## src/rtl/cam_pkg.sv

```systemverilog
// Shared types and constants for the camera frame writer: FSM state encoding
// and the pixel/word geometry of the packed RGB565 stream.
package cam_pkg;

  typedef enum logic [1:0] {
    ST_IDLE    = 2'd0,
    ST_ARMED   = 2'd1,
    ST_CAPTURE = 2'd2,
    ST_FLUSH   = 2'd3
  } cam_wr_state_t;

  localparam int PIX_W  = 16;
  localparam int WORD_W = 32;

  localparam logic [3:0] BE_FULL = 4'b1111;
  localparam logic [3:0] BE_LOW  = 4'b0011;

endpackage

```

## src/rtl/cam_frame_writer_if.sv

```systemverilog
// Avalon-MM write-master bus between the frame writer and the frame RAM
// interconnect.
interface cam_frame_writer_if #(
    parameter int ADDR_W = 13
);
    // Handshake: a write completes in the cycle where avm_write is high and
    // avm_waitrequest is low; while stalled the master holds address, data and
    // byteenable stable. avm_chipselect always equals avm_write.
    logic [ADDR_W-1:0] avm_address;
    logic [3:0]        avm_byteenable;
    logic              avm_chipselect;
    logic              avm_write;
    logic [31:0]       avm_writedata;
    logic              avm_waitrequest;

    modport master (
        output avm_address,
        output avm_byteenable,
        output avm_chipselect,
        output avm_write,
        output avm_writedata,
        input  avm_waitrequest
    );

    modport slave (
        input  avm_address,
        input  avm_byteenable,
        input  avm_chipselect,
        input  avm_write,
        input  avm_writedata,
        output avm_waitrequest
    );

endinterface

```

## src/rtl/cam_wr_fifo.sv

```systemverilog
// Small synchronous write FIFO; the head entry is read straight from the
// storage registers and forced to zero while empty.
module cam_wr_fifo #(
    parameter int W     = 49,
    parameter int DEPTH = 4
) (
    input  logic         clk,
    input  logic         reset_n,
    input  logic         push_i,
    input  logic [W-1:0] din_i,
    input  logic         pop_i,
    output logic [W-1:0] dout_o,
    output logic         full_o,
    output logic         empty_o,
    output logic         one_left_o
);

    localparam int PW = (DEPTH > 1) ? $clog2(DEPTH) : 1;
    localparam logic [PW:0] CNT_FULL = (PW+1)'(DEPTH);

    logic [W-1:0]  mem_q [DEPTH];
    logic [PW-1:0] wr_ptr_q, rd_ptr_q;
    logic [PW:0]   cnt_q;
    logic          push_ok, pop_ok;

    assign full_o     = (cnt_q == CNT_FULL);
    assign empty_o    = (cnt_q == '0);
    assign one_left_o = (cnt_q == (PW+1)'(1));

    // A push into a full FIFO is still taken when the head leaves this cycle.
    assign pop_ok  = pop_i & ~empty_o;
    assign push_ok = push_i & (~full_o | pop_ok);

    assign dout_o = empty_o ? '0 : mem_q[rd_ptr_q];

    always_ff @(posedge clk) begin
        if (push_ok) mem_q[wr_ptr_q] <= din_i;
    end

    always_ff @(posedge clk or negedge reset_n) begin
        if (!reset_n) begin
            wr_ptr_q <= '0;
            rd_ptr_q <= '0;
            cnt_q    <= '0;
        end else begin
            if (push_ok) wr_ptr_q <= wr_ptr_q + 1'b1;
            if (pop_ok)  rd_ptr_q <= rd_ptr_q + 1'b1;
            case ({push_ok, pop_ok})
                2'b10:   cnt_q <= cnt_q + 1'b1;
                2'b01:   cnt_q <= cnt_q - 1'b1;
                default: cnt_q <= cnt_q;
            endcase
        end
    end

endmodule

```

## src/rtl/cam_frame_writer.sv

```systemverilog
// Packs the RGB565 camera stream two pixels per word and writes each frame
// into the frame RAM through an Avalon-MM write master behind a small FIFO.
module cam_frame_writer
    import cam_pkg::*;
#(
    parameter int ADDR_W     = 13,
    parameter int FIFO_DEPTH = 4
) (
    input  logic                 clk,
    input  logic                 reset_n,
    input  logic                 start,
    input  logic [ADDR_W-1:0]    base_addr,
    input  logic [ADDR_W:0]      len_words,
    input  logic                 pix_valid,
    input  logic [PIX_W-1:0]     pix_data,
    input  logic                 pix_sof,
    input  logic                 pix_eof,
    cam_frame_writer_if.master   avm,
    output logic                 busy,
    output logic                 done,
    output logic                 overflow,
    output logic [ADDR_W:0]      words_written,
    output cam_wr_state_t        dbg_state
);

    localparam int ENTRY_W = ADDR_W + 4 + WORD_W;

    cam_wr_state_t     state_q, state_d;
    logic [ADDR_W-1:0] base_q, base_d;
    logic [ADDR_W:0]   len_q, len_d;
    logic [ADDR_W:0]   k_q, k_d, k_inc;
    logic              half_q, half_d;
    logic [PIX_W-1:0]  lo_q, lo_d;
    logic              ovf_q, ovf_d;
    logic [ADDR_W:0]   words_q, words_d;
    logic              done_q, done_d;

    logic               push, pop, pix_acc;
    logic [3:0]         push_be;
    logic [WORD_W-1:0]  push_data;
    logic [ADDR_W-1:0]  push_addr;
    logic [ENTRY_W-1:0] fifo_dout;
    logic               fifo_full, fifo_empty, fifo_one;

    cam_wr_fifo #(
        .W     (ENTRY_W),
        .DEPTH (FIFO_DEPTH)
    ) u_fifo (
        .clk        (clk),
        .reset_n    (reset_n),
        .push_i     (push),
        .din_i      ({push_addr, push_be, push_data}),
        .pop_i      (pop),
        .dout_o     (fifo_dout),
        .full_o     (fifo_full),
        .empty_o    (fifo_empty),
        .one_left_o (fifo_one)
    );

    assign avm.avm_address    = fifo_dout[ENTRY_W-1 -: ADDR_W];
    assign avm.avm_byteenable = fifo_dout[WORD_W+3 -: 4];
    assign avm.avm_writedata  = fifo_dout[WORD_W-1:0];
    assign avm.avm_write      = ~fifo_empty;
    assign avm.avm_chipselect = ~fifo_empty;

    assign pop       = ~fifo_empty & ~avm.avm_waitrequest;
    assign k_inc     = k_q + 1'b1;
    assign push_addr = base_q + k_q[ADDR_W-1:0];
    assign pix_acc   = pix_valid & (((state_q == ST_ARMED) & pix_sof) | (state_q == ST_CAPTURE));

    always_comb begin
        state_d   = state_q;
        base_d    = base_q;
        len_d     = len_q;
        k_d       = k_q;
        half_d    = half_q;
        lo_d      = lo_q;
        ovf_d     = ovf_q;
        words_d   = pop ? words_q + 1'b1 : words_q;
        done_d    = 1'b0;
        push      = 1'b0;
        push_be   = BE_FULL;
        push_data = '0;

        case (state_q)
            ST_IDLE: begin
                if (start) begin
                    base_d  = base_addr;
                    len_d   = len_words;
                    ovf_d   = 1'b0;
                    words_d = '0;
                    k_d     = '0;
                    half_d  = 1'b0;
                    state_d = (len_words == '0) ? ST_FLUSH : ST_ARMED;
                end
            end
            ST_ARMED, ST_CAPTURE: begin
                if (pix_acc) begin
                    state_d = ST_CAPTURE;
                    if (half_q) begin
                        push      = 1'b1;
                        push_data = {pix_data, lo_q};
                        half_d    = 1'b0;
                    end else if (pix_eof) begin
                        push      = 1'b1;
                        push_be   = BE_LOW;
                        push_data = {{PIX_W{1'b0}}, pix_data};
                    end else begin
                        half_d = 1'b1;
                        lo_d   = pix_data;
                    end
                    // A dropped word still advances k so later words land at their own address.
                    if (push) k_d = k_inc;
                    if (pix_eof || (push && (k_inc == len_q))) state_d = ST_FLUSH;
                end
            end
            ST_FLUSH: begin
                if (fifo_empty || (fifo_one && pop)) begin
                    state_d = ST_IDLE;
                    done_d  = 1'b1;
                end
            end
            default: state_d = ST_IDLE;
        endcase

        if (push && fifo_full && !pop) ovf_d = 1'b1;
    end

    always_ff @(posedge clk or negedge reset_n) begin
        if (!reset_n) begin
            state_q <= ST_IDLE;
            base_q  <= '0;
            len_q   <= '0;
            k_q     <= '0;
            half_q  <= 1'b0;
            lo_q    <= '0;
            ovf_q   <= 1'b0;
            words_q <= '0;
            done_q  <= 1'b0;
        end else begin
            state_q <= state_d;
            base_q  <= base_d;
            len_q   <= len_d;
            k_q     <= k_d;
            half_q  <= half_d;
            lo_q    <= lo_d;
            ovf_q   <= ovf_d;
            words_q <= words_d;
            done_q  <= done_d;
        end
    end

    assign busy          = (state_q != ST_IDLE);
    assign done          = done_q;
    assign overflow      = ovf_q;
    assign words_written = words_q;
    assign dbg_state     = state_q;

endmodule

```

## src/flat_wrapper.sv

```systemverilog
// flat-port wrapper written by rule: the top's interface ports become plain ports
module cam_frame_writer_flat import cam_pkg::*;
#(
    parameter int ADDR_W     = 13,
    parameter int FIFO_DEPTH = 4
)
  (clk, reset_n, start, base_addr, len_words, pix_valid, pix_data, pix_sof, pix_eof, busy, done, overflow, words_written, dbg_state, avm_avm_address, avm_avm_byteenable, avm_avm_chipselect, avm_avm_write, avm_avm_writedata, avm_avm_waitrequest);
  cam_frame_writer_if #(.ADDR_W(ADDR_W)) avm_i ();
  input  logic clk;
  input  logic reset_n;
  input  logic start;
  input  logic [ADDR_W-1:0] base_addr;
  input  logic [ADDR_W:0] len_words;
  input  logic pix_valid;
  input  logic [PIX_W-1:0] pix_data;
  input  logic pix_sof;
  input  logic pix_eof;
  output logic busy;
  output logic done;
  output logic overflow;
  output logic [ADDR_W:0] words_written;
  output cam_wr_state_t dbg_state;
  output wire logic [$bits(avm_i.avm_address)-1:0] avm_avm_address;
  output wire logic [$bits(avm_i.avm_byteenable)-1:0] avm_avm_byteenable;
  output wire logic [$bits(avm_i.avm_chipselect)-1:0] avm_avm_chipselect;
  output wire logic [$bits(avm_i.avm_write)-1:0] avm_avm_write;
  output wire logic [$bits(avm_i.avm_writedata)-1:0] avm_avm_writedata;
  input wire logic [$bits(avm_i.avm_waitrequest)-1:0] avm_avm_waitrequest;
  assign avm_avm_address = avm_i.avm_address;
  assign avm_avm_byteenable = avm_i.avm_byteenable;
  assign avm_avm_chipselect = avm_i.avm_chipselect;
  assign avm_avm_write = avm_i.avm_write;
  assign avm_avm_writedata = avm_i.avm_writedata;
  assign avm_i.avm_waitrequest = avm_avm_waitrequest;
  cam_frame_writer #(.ADDR_W(ADDR_W), .FIFO_DEPTH(FIFO_DEPTH)) u_core (.clk(clk), .reset_n(reset_n), .start(start), .base_addr(base_addr), .len_words(len_words), .pix_valid(pix_valid), .pix_data(pix_data), .pix_sof(pix_sof), .pix_eof(pix_eof), .avm(avm_i), .busy(busy), .done(done), .overflow(overflow), .words_written(words_written), .dbg_state(dbg_state));
endmodule
```

## config.mk

```make
export PLATFORM = sky130hd
export DESIGN_NAME = cam_frame_writer_flat
export DESIGN_NICKNAME = d
export VERILOG_FILES = /design/src/rtl/cam_pkg.sv /design/src/rtl/cam_frame_writer_if.sv /design/src/rtl/cam_wr_fifo.sv /design/src/rtl/cam_frame_writer.sv /design/src/flat_wrapper.sv
export SDC_FILE = /design/constraint.sdc
export NUM_CORES = 1
export LEC_CHECK = 0
export CORE_MARGIN = 2
export CORE_UTILIZATION = 31
export DETAILED_ROUTE_END_ITERATION = 8
export GPL_TIMING_DRIVEN = 0
export HOLD_SLACK_MARGIN = 0.06
export SLEW_MARGIN = 20
export SYNTH_ARGS = -nofsm -noshare
export SYNTH_HDL_FRONTEND = slang
export SYNTH_SLANG_ARGS = --single-unit
export TNS_END_PERCENT = 100
```

## constraint.sdc

```tcl
create_clock -name clk -period 5.7 [get_ports clk]
set_input_delay 0.57 -clock clk [delete_from_list [all_inputs] [get_ports clk]]
set_output_delay 0.57 -clock clk [all_outputs]
set_load 0.1 [all_outputs]
```

==> results.toml <==
[outcome]
outcome = "complete, no violations"

[critical_path]
ff2ff_setup_slack_ps = 2730
rr_endpoint = "u_core.u_fifo.mem_q[1][14]$_DFFE_PP_"
cp_max_fo = 10
cp_data_arrival_time_ps = 4180
reg2reg_depth = 7
critPathKind = "reg -> out"
cp-start-kind = "register"
r2r-start = "u_core.dbg_state[1]$_DFFE_PN0P_"
cp-end-kind = "output pin"
critPathRequiredTime_ps = 5130

[place]
gp_congestion = 0.812
place_ws_ps = 1400
port_buffers = 119
dpl.hpwl_um = 18700

[routing]
drc = 0
drt-initial-drc-count = 541
routed_wl_um = 27000
drtPass1Iterations = 5
via_count = 7225
wl_per_cell_um = 17.4
vias_per_cell = 4.66
ant_nets = 0

[worst_hold_path]
worstHoldEndpoint = "u_core.base_q[3]$_DFFE_PN0P_"
hold_path_startpoint = "u_core.base_q[3]$_DFFE_PN0P_"
hold_class = "reg -> reg"
hold_depth = 2

[logic_synthesis]
ys_types = 59
ys.flop_type = "edfxtp_1"
synth.most_common_cell = "edfxtp_1"
synth_edf_count = 184
synth_commonest_cells = "edfxtp_1 (184), nand2_1 (116), dfrtp_1 (83)"
syn_area_per_cell_um2 = 14.1
syn_area_um2 = 12100
synth_top_cell_by_area = "edfxtp_1"
syn_nets = 934
synth_top_area_share_pct = 45.8
syn-instance-count = 856
synth-seq-cells = 267
yosysWarnings = 0
synth_top_cells_by_area = "edfxtp_1 (46%), dfrtp_1 (17%), mux4_2 (8.6%)"
async_reset_ff_share_pct = 31.1
seq_area_frac_synth_pct = 63.0

[clocking]
post_cts_buffers = 0
clock_latency_ps = 550
clockBufferDepth = 3
cts_buffers = 28
clk_pin_slew_ps = 60
cts_resized = 0
hold_buffers = 1
cts_tree = "done"
clock_sinks = 267
cts_htree_levels = 1
root_buffer = "clkbuf_16"

[floorplanning]
die_h_um = 201
die-area_um2 = 40500
core_um2 = 38600
io_pins = 120
initial_core_util_pct = 31.3
rows = 72
fp.dieW_um = 201

[sta]
setup_slack_ps = 953
hold_viol = 0
drv_slew = 0
fmax_mhz = 211
tightest_slew_ps = 1090
fin_crit_sh_pct = 83.3
skew_ps = 21.6
finalSetupViolCount = 0
relSlewSlack_pct = 27.4
tns_ps = 0
fin_crit_ps = 4750
rsz0062_at_grt = "no"

[grt]
antenna_found_initial = 0
grt_pass1_vias = 7287
grt_pass1_wl_um = 42000
overflow = 0
grt_util_all_layers_pct = 13.3
grt_max_degree = 45

[final_layout]
diodes = 0
finish.utilization_pct = 38.9
drive_gt1_share_pct = 14.2
syn2layout_area_growth_pct = 24.4
nets = 1089

[run]
drv_cap = 0
[registers in the layout (all words and copies together), names as in the netlist, 2 cells and up]
register,cells
u_core.u_fifo.mem_q,184
u_core.lo_q,16
u_core.k_q,14
u_core.len_q,14
u_core.words_written,14
u_core.base_q,13
u_core.u_fifo.cnt_q,3
u_core.dbg_state,2
u_core.u_fifo.rd_ptr_q,2
u_core.u_fifo.wr_ptr_q,2
[through the flow]
step           hold WS, ps  instances  instance area, um^2
2_1_floorplan          274        856                12100
3_3_place_gp           468       1493                13900
3_5_place_dp           469       1498                14000
4_1_cts                483       1551                15000
5_1_grt                497       1551                15000
6_report               474       1551                15000
[logic make-up after synthesis]
| kind of cell | after synthesis | synth area share [%] |
|---|---|---|
| DFF | 267 | 63.0 |
| xor gates and xnor gates | 49 | 3.56 |
| adders and majority gates | 28 | 2.97 |
| AOI/OAI and AO/OA | 99 | 5.57 |
| and+or+nand+nor | 282 | 11.9 |
| muxes | 66 | 10.4 |
| buffers and inverters | 65 | 2.50 |
[worst max path at each step]
stage,start,endpoint,cells after the start
after floorplan,u_core.dbg_state[0]$_DFFE_PN0P_,u_core.u_fifo.mem_q[0][0]$_DFFE_PP_,6
after global placement,reset_n,u_core.lo_q[9]$_DFFE_PN0P_,1
after detailed placement,u_core.u_fifo.cnt_q[0]$_DFFE_PN0P_,avm_avm_byteenable[3],9
after CTS,u_core.u_fifo.cnt_q[0]$_DFFE_PN0P_,avm_avm_byteenable[3],9
after global routing,u_core.u_fifo.cnt_q[0]$_DFFE_PN0P_,avm_avm_byteenable[3],9
final,u_core.u_fifo.cnt_q[1]$_DFFE_PN0P_,avm_avm_byteenable[3],9
[worst max-delay path: stages (launching register included)]
cell	delay, ps
dfrtp_1	370
inv_1	100
ha_1	270
nor2b_1	270
inv_1	140
clkbuf_1	580
clkbuf_1	420
and2_1	260
buf_4	120
clkdlybuf4s50_1	1110
[area by class of cell]
class                   count  area [um^2]
fillers                  3727        23600
flip-flops and latches    267         7600
multi-input cells         524         4170
repair buffers            125         1310
clock buffers              36          761
well taps                 518          648
plain buffers              46          230
clock inverters            16          194
inverters                  19         71.3
[routing by layer]
metal | track usage [%] | up-vias | wire, um
li1 | - | 3446 | -
met1 | 18.5 | 3549 | 12300
met2 | 21.9 | 196 | 12800
met3 | 2.35 | 34 | 1480
met4 | 2.39 | 0 | 451
met5 | 0 | - | 0
[cells in the final DEF (no fill, tap or decap), types with 6 or more instances in the layout]
cell type        count
nand3_1             17
mux2_2              17
xnor2_1             26
nor2_1              30
clkbuf_16           28
mux4_2              46
o21ai_0             32
dfrtp_1             83
edfxtp_1           184
a22o_1              23
nor3_1               7
ha_1                27
a21oi_1             20
clkdlybuf4s50_1    118
clkinv_2             6
xor2_1              23
inv_1               19
and2_1              64
buf_4                8
nand2_1            116
clkbuf_1            33
Power is not shown: default switching activity piles up to over one toggle a cycle in this logic, so the estimate is an artifact.
